===== config.mk =====
export PLATFORM = sky130hd
export DESIGN_NAME = error_frame_generator_flat
export DESIGN_NICKNAME = d
export VERILOG_FILES = /design/src/rtl/error_frame_generator_if.sv /design/src/rtl/error_frame_generator.sv /design/src/flat_wrapper.sv
export SDC_FILE = /design/constraint.sdc
export NUM_CORES = 1
export LEC_CHECK = 0
export CAP_MARGIN = 20
export CELL_PAD_IN_SITES_DETAIL_PLACEMENT = 0
export CELL_PAD_IN_SITES_GLOBAL_PLACEMENT = 1
export CORE_MARGIN = 3
export CORE_UTILIZATION = 39
export DETAILED_ROUTE_END_ITERATION = 16
export PLACE_DENSITY = 0.88
export REMOVE_ABC_BUFFERS = 1
export SKIP_CTS_REPAIR_TIMING = 1
export SLEW_MARGIN = 20
export SYNTH_ARGS = -nofsm -noshare
export SYNTH_HDL_FRONTEND = slang
export SYNTH_SLANG_ARGS = --single-unit

===== constraint.sdc =====
create_clock -name SP -period 2.33 [get_ports SP]
set_input_delay 0.3495 -clock SP [delete_from_list [all_inputs] [get_ports SP]]
set_output_delay 0.3495 -clock SP [all_outputs]
set_load 0.01 [all_outputs]

===== src/rtl/error_frame_generator_if.sv =====
// Bus-side signals of the CAN error-frame generator; ERR_PASSIVE exists only
// when ERROR_PASSIVE_EN is defined.
interface error_frame_generator_if;
  logic       RX;
  logic       BIT_Error;
  logic       STUFF_Error;
  logic       FORM_Error;
  logic       ACK_Error;
  logic       CRC_Error;
`ifdef ERROR_PASSIVE_EN
  logic       ERR_PASSIVE;
`endif
  logic       TX;
  logic       ERR_BUSY;
  logic [2:0] ERR_CODE;
  logic       ERR_DONE;
  logic       ERR_STUCK;

`ifdef ERROR_PASSIVE_EN
  modport master (
    input  RX, BIT_Error, STUFF_Error, FORM_Error, ACK_Error, CRC_Error, ERR_PASSIVE,
    output TX, ERR_BUSY, ERR_CODE, ERR_DONE, ERR_STUCK
  );
  modport slave (
    output RX, BIT_Error, STUFF_Error, FORM_Error, ACK_Error, CRC_Error, ERR_PASSIVE,
    input  TX, ERR_BUSY, ERR_CODE, ERR_DONE, ERR_STUCK
  );
`else
  modport master (
    input  RX, BIT_Error, STUFF_Error, FORM_Error, ACK_Error, CRC_Error,
    output TX, ERR_BUSY, ERR_CODE, ERR_DONE, ERR_STUCK
  );
  modport slave (
    output RX, BIT_Error, STUFF_Error, FORM_Error, ACK_Error, CRC_Error,
    input  TX, ERR_BUSY, ERR_CODE, ERR_DONE, ERR_STUCK
  );
`endif
endinterface


===== src/rtl/error_frame_generator.sv =====
// CAN error-frame generator: error flag, superposition wait, delimiter.
// Optional passive-flag support is enabled by defining ERROR_PASSIVE_EN.
module error_frame_generator #(
  parameter int FLAG_LEN     = 6,
  parameter int DELIM_LEN    = 8,
  parameter int SUPERPOS_MAX = 7
) (
  input  logic                    SP,
  input  logic                    reset,
  error_frame_generator_if.master bus
);

  localparam int MAXP = (FLAG_LEN > DELIM_LEN)
                        ? ((FLAG_LEN > SUPERPOS_MAX) ? FLAG_LEN : SUPERPOS_MAX)
                        : ((DELIM_LEN > SUPERPOS_MAX) ? DELIM_LEN : SUPERPOS_MAX);
  localparam int CW = $clog2(MAXP) + 1;

  typedef enum logic [1:0] {IDLE, FLAG, WAIT_REC, DELIM} state_t;

  state_t          r_state, w_state;
  logic [CW-1:0]   r_cnt, w_cnt, w_base;
  logic            r_prev_rx, r_passive, w_passive;
  logic            r_tx, w_tx;
  logic            r_busy;
  logic [2:0]      r_code, w_code, w_cause;
  logic            r_done, w_done, r_stuck, w_stuck;
  logic            w_err, w_pass_det, w_eval_wait;

  assign w_err = bus.BIT_Error | bus.STUFF_Error | bus.FORM_Error |
                 bus.ACK_Error | bus.CRC_Error;

`ifdef ERROR_PASSIVE_EN
  assign w_pass_det = bus.ERR_PASSIVE;
`else
  assign w_pass_det = 1'b0;
`endif

  always_comb begin
    if      (bus.BIT_Error)   w_cause = 3'd1;
    else if (bus.STUFF_Error) w_cause = 3'd2;
    else if (bus.FORM_Error)  w_cause = 3'd3;
    else if (bus.ACK_Error)   w_cause = 3'd4;
    else                      w_cause = 3'd5;
  end

  always_comb begin
    w_state     = r_state;
    w_cnt       = r_cnt;
    w_passive   = r_passive;
    w_tx        = 1'b1;
    w_code      = r_code;
    w_done      = 1'b0;
    w_stuck     = 1'b0;
    w_eval_wait = 1'b0;
    w_base      = r_cnt;

    case (r_state)
      IDLE: begin
        if (w_err) begin
          w_state   = FLAG;
          w_cnt     = CW'(1);
          w_code    = w_cause;
          w_passive = w_pass_det;
          w_tx      = w_pass_det;
        end
      end
      FLAG: begin
        if (r_cnt == CW'(FLAG_LEN)) begin
          w_eval_wait = 1'b1;
          w_base      = '0;
        end else begin
          w_tx = r_passive;
          if (r_passive && (bus.RX != r_prev_rx)) w_cnt = CW'(1);
          else                                    w_cnt = r_cnt + 1'b1;
        end
      end
      WAIT_REC: w_eval_wait = 1'b1;
      DELIM: begin
        if (!bus.RX) begin
          w_state   = FLAG;
          w_cnt     = CW'(1);
          w_code    = 3'd3;
          w_passive = w_pass_det;
          w_tx      = w_pass_det;
        end else if (r_cnt + 1'b1 == CW'(DELIM_LEN)) begin
          w_state = IDLE;
          w_cnt   = '0;
          w_done  = 1'b1;
        end else begin
          w_cnt = r_cnt + 1'b1;
        end
      end
      default: w_state = IDLE;
    endcase

    // The flag-completion edge already samples RX as the first WAIT_REC bit.
    if (w_eval_wait) begin
      if (bus.RX) begin
        w_state = DELIM;
        w_cnt   = CW'(1);
      end else begin
        w_state = WAIT_REC;
        if (w_base + 1'b1 == CW'(SUPERPOS_MAX + 1)) begin
          w_stuck = 1'b1;
          w_cnt   = '0;
        end else begin
          w_cnt = w_base + 1'b1;
        end
      end
    end
  end

  always_ff @(posedge SP) begin
    if (reset) begin
      r_state   <= IDLE;
      r_cnt     <= '0;
      r_prev_rx <= 1'b1;
      r_passive <= 1'b0;
      r_tx      <= 1'b1;
      r_busy    <= 1'b0;
      r_code    <= '0;
      r_done    <= 1'b0;
      r_stuck   <= 1'b0;
    end else begin
      r_state   <= w_state;
      r_cnt     <= w_cnt;
      r_prev_rx <= bus.RX;
      r_passive <= w_passive;
      r_tx      <= w_tx;
      r_busy    <= (w_state != IDLE);
      r_code    <= w_code;
      r_done    <= w_done;
      r_stuck   <= w_stuck;
    end
  end

  assign bus.TX        = r_tx;
  assign bus.ERR_BUSY  = r_busy;
  assign bus.ERR_CODE  = r_code;
  assign bus.ERR_DONE  = r_done;
  assign bus.ERR_STUCK = r_stuck;

endmodule


===== src/flat_wrapper.sv =====
// flat-port wrapper written by rule: the top's interface ports become plain ports
module error_frame_generator_flat 
#(
  parameter int FLAG_LEN     = 6,
  parameter int DELIM_LEN    = 8,
  parameter int SUPERPOS_MAX = 7
)
  (SP, reset, bus_RX, bus_BIT_Error, bus_STUFF_Error, bus_FORM_Error, bus_ACK_Error, bus_CRC_Error, bus_TX, bus_ERR_BUSY, bus_ERR_CODE, bus_ERR_DONE, bus_ERR_STUCK);
  error_frame_generator_if bus_i ();
  input  logic SP;
  input  logic reset;
  input wire logic [$bits(bus_i.RX)-1:0] bus_RX;
  input wire logic [$bits(bus_i.BIT_Error)-1:0] bus_BIT_Error;
  input wire logic [$bits(bus_i.STUFF_Error)-1:0] bus_STUFF_Error;
  input wire logic [$bits(bus_i.FORM_Error)-1:0] bus_FORM_Error;
  input wire logic [$bits(bus_i.ACK_Error)-1:0] bus_ACK_Error;
  input wire logic [$bits(bus_i.CRC_Error)-1:0] bus_CRC_Error;
  output wire logic [$bits(bus_i.TX)-1:0] bus_TX;
  output wire logic [$bits(bus_i.ERR_BUSY)-1:0] bus_ERR_BUSY;
  output wire logic [$bits(bus_i.ERR_CODE)-1:0] bus_ERR_CODE;
  output wire logic [$bits(bus_i.ERR_DONE)-1:0] bus_ERR_DONE;
  output wire logic [$bits(bus_i.ERR_STUCK)-1:0] bus_ERR_STUCK;
  assign bus_i.RX = bus_RX;
  assign bus_i.BIT_Error = bus_BIT_Error;
  assign bus_i.STUFF_Error = bus_STUFF_Error;
  assign bus_i.FORM_Error = bus_FORM_Error;
  assign bus_i.ACK_Error = bus_ACK_Error;
  assign bus_i.CRC_Error = bus_CRC_Error;
  assign bus_TX = bus_i.TX;
  assign bus_ERR_BUSY = bus_i.ERR_BUSY;
  assign bus_ERR_CODE = bus_i.ERR_CODE;
  assign bus_ERR_DONE = bus_i.ERR_DONE;
  assign bus_ERR_STUCK = bus_i.ERR_STUCK;
  error_frame_generator #(.FLAG_LEN(FLAG_LEN), .DELIM_LEN(DELIM_LEN), .SUPERPOS_MAX(SUPERPOS_MAX)) u_core (.SP(SP), .reset(reset), .bus(bus_i));
endmodule

==> impl_metrics.tcl, run 1 <==
set metrics [dict create \
    outcome "finished clean" \
    dp_worst_setup_slack_ns 0.382 \
    min_path_type "flop to flop" \
    arrival_ns 2.14 \
    overflow 0 \
    synth-edff-count 0 \
    clockRootBuffer "clkbuf_4" \
    reg2reg_slack_ns 0.36 \
    critPathLaunchType "flop" \
    initialDrtViolationCount 21 \
    drv_slew 0 \
    dp.cells 151 \
    port_buffers 14 \
    final_nets 143 \
    grtUsageTotal_pct 14.6 \
    numCtsBuffers 3 \
    finalCritPeriodShare_pct 84.5 \
    tritoncts "yes" \
    ys_ff_latch 13 \
    tns_ns 0 \
    vdd_drop_max_v 0.000327 \
    dp_hpwl_mm 1.74 \
    cp_max_fo 10 \
    start_util_pct 42.7 \
    die_y_microns 56.2 \
    worst_pin_slew_ns 0.479 \
    slew_headroom_pct 67.8 \
    internal-power_mw 0.397 \
    power_density_nw_per_um2 520 \
    syn_area_per_cell_sq_um 8.68 \
    fmax_mhz 508 \
    drive_above_1_share_pct 13.4 \
    synthArstFlopShare_pct 0 \
    area_growth_syn_to_layout_pct 17.6 \
    switching_share_pct 33.9 \
    power_frac_comb_pct 32.7 \
    p_leak_nw 0.413 \
    syn_inst 113 \
    core_sq_um 2300 \
    cp_data_required_time_ns 2.50 \
    dr_total_vias 896 \
    setup_slack_ns 0.361 \
    io_pins 15 \
    cp-end-kind "flop" \
    clkPwrFrac_pct 24.5 \
    grt_max_degree 14 \
    die_w_microns 56.2 \
    rows 17 \
    critical_path_class "flop to flop" \
    vias_per_cell 5.78 \
    antenna_cells 0 \
    antenna_found_initial 0 \
    antenna_left 0 \
    grt_pass1_wl_mm 3.73 \
    cts_sinks 13 \
    wl_per_cell_microns 14.4 \
    skew_ns 0.00903 \
    htree_num_levels 1 \
    final_hold_viol_count 0 \
    synth_area_sq_um 981 \
    drt-total-wl_mm 2.23 \
    clkTransAtPathRegs_ns 0.09 \
    setup_viol 0 \
    first_pass_iters 4 \
    stdcell_count 155 \
    drv_cap 0 \
    synth_top_flop_cell "dfxtp_1" \
    rsz0062_at_grt "false" \
    cts_buffer_depth 2 \
    route.detailed.drc 0 \
    gp_congestion 0.902 \
    synth_warnings 0 \
    netSwitchingPower_mw 0.204 \
    seqPwrFrac_pct 42.9 \
    yosysUniqueCellTypes 42 \
    clock_latency_ns 0.29 \
    die_area_sq_um 3150 \
    period_needed_ns 1.97 \
    yosysSeqAreaShare_pct 26.5 \
    grt_pass1_vias 835 \
]
-- power by group through the flow --
| stage | registers [mW] | logic, mW | clock network (mW) |
|---|---|---|---|
| after detailed placement | 0.262 | 0.195 | 0 |
| after floorplan | 0.263 | 0.129 | 0 |
| after global routing | 0.259 | 0.215 | 0.160 |
| final | 0.257 | 0.196 | 0.147 |
| after global placement | 0.261 | 0.192 | 0 |
| after CTS | 0.257 | 0.195 | 0.151 |
-- critical path, cell delays in order, from the launching register on --
cell and delay [ns]:
dfxtp_1 0.42, inv_1 0.12, ha_1 0.52, nand3b_1 0.23
or3_1 0.39, o211ai_1 0.08, a21oi_1 0.08
-- cell families (layout without fill, tap and decap cells) --
family / after synthesis / in the layout / share of synthesized area, %
muxes: 1 / 1 / 1.15
and+or+nand+nor: 44 / 44 / 25.5
DFF: 13 / 13 / 26.5
adders and majority gates: 7 / 7 / 8.93
AOI/OAI and AO/OA: 36 / 36 / 31.5
buffers and inverters: 12 / 26 / 6.38
-- per-stage QoR --
step | utilization, % | power (mW) | cell area, sq um | hold slack [ns]
final | 50.2 | 0.600 | 1150 | 0.472
after floorplan | - | 0.391 | 945 | 0.417
after global routing | 50.2 | 0.634 | 1150 | 0.503
after global placement | 49.1 | 0.453 | 1130 | 0.456
after CTS | 50.2 | 0.603 | 1150 | 0.475
after detailed placement | 49.1 | 0.457 | 1130 | 0.462
-- metal layers --
metal | vias to the layer above | wire length, microns | GRT usage (%)
li1 | 461 | - | -
met1 | 408 | 1040 | 18.8
met2 | 25 | 1060 | 23.0
met3 | 2 | 97 | 3.94
met4 | 0 | 27 | 5.76
met5 | - | 0 | 0
-- synth_stat cells (2+ instances only) --
cell type	number	area share, %
a31oi_1	3	1.9
o211ai_1	3	2.3
o21ai_1	2	1.0
inv_1	7	2.7
o41ai_2	2	3.3
ha_1	7	8.9
a311oi_2	3	4.6
nand2_1	4	1.5
a21oi_1	7	3.6
nand3_1	5	2.6
nand2b_1	3	1.9
nor4_1	2	1.3
nor2_1	9	3.4
dfxtp_1	13	27
and2_1	4	2.6
o21ai_0	4	2.0
buf_6	2	2.3
nor3_1	8	4.1
o21a_1	2	1.5
-- flip-flops by register name (all words and copies together), names as in the netlist --
signal                cells
u_core.bus.ERR_BUSY       1
u_core.bus.ERR_CODE       3
u_core.bus.ERR_DONE       1
u_core.bus.ERR_STUCK      1
u_core.bus.TX             1
u_core.r_cnt              4
u_core.r_state            2
-- final cells by class --
| cell class | count | area (sq um) |
|---|---|---|
| Sequential cell | 13 | 260 |
| Fill cell | 233 | 1140 |
| Timing Repair Buffer | 15 | 148 |
| Multi-Input combinational cell | 88 | 658 |
| Tap cell | 28 | 35.0 |
| Inverter | 7 | 26.3 |
| Clock buffer | 4 | 26.3 |
-- final timing paths --
kind / cells after the start / end / from
max: 6 / u_core.r_cnt[0] / u_core.r_state[0]
min: 2 / u_core.bus.ERR_CODE[1] / u_core.bus.ERR_CODE[1]
max reg2reg: 6 / u_core.r_cnt[0] / u_core.r_state[0]
min reg2reg: 2 / u_core.bus.ERR_CODE[1] / u_core.bus.ERR_CODE[1]
-- placed cells by master, fill, tap and decap left out, types with 2 or more instances in the layout --
cell type and n:
o211ai_1 3, a311oi_2 3, nand2_1 4, nor4_1 2
a21oi_1 7, o41ai_2 2, nand2b_1 3, nor2_1 9
ha_1 7, inv_1 7, nor3_1 8, dfxtp_1 13
o21ai_1 2, o21ai_0 4, a31oi_1 3, and2_1 4
o21a_1 2, clkbuf_4 3, nand3_1 5, clkdlybuf4s50_1 14
No activity file was read; power rests on OpenSTA's default activity.
==> inputs of run 2 (changes only) <==
Clock period 2.33 ns to 1.9 ns, I/O delays scaled along.
==> impl_metrics.tcl, run 2 (synthesis results as in run 1) <==
set metrics [dict create \
    critPathLaunchType "flop" \
    grt_pass1_vias 874 \
    core_sq_um 2300 \
    final_hold_viol_count 0 \
    cp_data_required_time_ns 2.11 \
    io_pins 15 \
    num-fill-cells 205 \
    rows 17 \
    drv_cap 0 \
    cts_buffer_depth 2 \
    tns_ns 0 \
    die_w_microns 56.2 \
    finalCritPeriodShare_pct 94.8 \
    vias_per_cell 5.79 \
    stdcell_count 163 \
    antenna_cells 0 \
    fin_area_sq_um 1250 \
    die_area_sq_um 3150 \
    grtUsageTotal_pct 15.1 \
    cts_sinks 13 \
    dr_total_vias 943 \
    skew_ns 0.00688 \
    period_needed_ns 1.80 \
    tritoncts "yes" \
    crit_slowest_cell "o41ai_4" \
    final_common_cell "clkdlybuf4s50_1" \
    dp.cells 159 \
    cp_max_fo 8 \
    first_pass_iters 4 \
    route.detailed.drc 0 \
    dp_worst_setup_slack_ns -0.0105 \
    min_path_type "flop to flop" \
    clock_latency_ns 0.29 \
    hp-start "u_core.bus.ERR_CODE[2]" \
    final_cell_mix "14 x clkdlybuf4s50_1, 11 x dfxtp_1, 9 x nor2_1, 9 x buf_4, 8 x nor3_1" \
    clkTransAtPathRegs_ns 0.09 \
    largest_reg_flops 4 \
    vdd_drop_max_v 0.000389 \
    dp_hpwl_mm 1.76 \
    area_growth_syn_to_layout_pct 27.4 \
    cp-end-kind "flop" \
    drive_above_1_share_pct 23.7 \
    htree_num_levels 1 \
    p_leak_nw 0.449 \
    gp_congestion 0.844 \
    worst_pin_slew_ns 0.434 \
    crit_chain "inv_1, ha_2, o41ai_4, o21a_1, nor2_1, a311oi_2" \
    power_mw 0.780 \
    fmax_mhz 555 \
    antenna_found_initial 0 \
    slowest_delay_ns 0.39 \
    power_density_nw_per_um2 624 \
    crit_family "compound AO/OA/AOI/OAI gates" \
    largest_register "u_core.r_cnt" \
    antenna_left 0 \
    critical_path_class "flop to flop" \
    overflow 0 \
    clockRootBuffer "clkbuf_4" \
    grt_pass1_wl_mm 3.85 \
    setup_slack_ns 0.0987 \
    port_buffers 14 \
    drt-total-wl_mm 2.32 \
    initialDrtViolationCount 41 \
    numCtsBuffers 3 \
    setup_viol 0 \
    drv_slew 0 \
    slew_headroom_pct 70.9 \
    r2r-start "u_core.r_state[0]" \
    start_util_pct 42.7 \
    outcome "finished clean" \
    place_area_sq_um 1190 \
    wl_per_cell_microns 14.2 \
    die_y_microns 56.2 \
    final_nets 151 \
    holdWs_ns 0.481 \
    fin_util_pct 54.4 \
    path_buf_inv 1 \
    startpoint "u_core.r_state[0]" \
    grt_max_degree 14 \
    arrival_ns 2.01 \
]
==> run 2: cell count changes in the layout (fill, tap and decap cells not counted), sizes merged <==
cell,previous run,this run
buf,1,9
==> run 2: area by class of cell <==
type	count	area, sq um	share of cell area [%]
multi-input combinational	88	692	55.4
sequential	13	263	21.0
timing repair buffer	23	208	16.6
tap	28	35.0	2.80
clock buffer	4	26.3	2.10
inverter	7	26.3	2.10
==> run 2: final timing paths <==
check / endpoint / slack [ns] / cells after the start
setup / recovery: u_core.r_cnt[2] / 0.1 / 6
hold reg to reg: u_core.bus.ERR_CODE[2] / 0.48 / 2
hold / removal: u_core.bus.ERR_CODE[2] / 0.48 / 2
setup reg to reg: u_core.r_cnt[2] / 0.1 / 6
==> run 2: layer usage <==
layer	up-vias	track usage [%]	part of all wire (%)
met5	-	0	0
met4	0	8.47	2.4
met3	5	1.62	3.9
met2	29	24.5	48
met1	434	19.3	46
li1	475	-	-
==> run 2: power breakdown <==
group	switching [mW]	leakage, nW	internal (mW)	total (mW)
clock	0.105	0.0150	0.0818	0.187
sequential	0.0165	0.107	0.294	0.310
combinational	0.145	0.326	0.138	0.283
==> run 2: tightest hold or removal path, cell delays in order, from the launching register on <==
cell	delay, ns
dfxtp_1	0.32
nand2b_1	0.06
a21oi_1	0.05
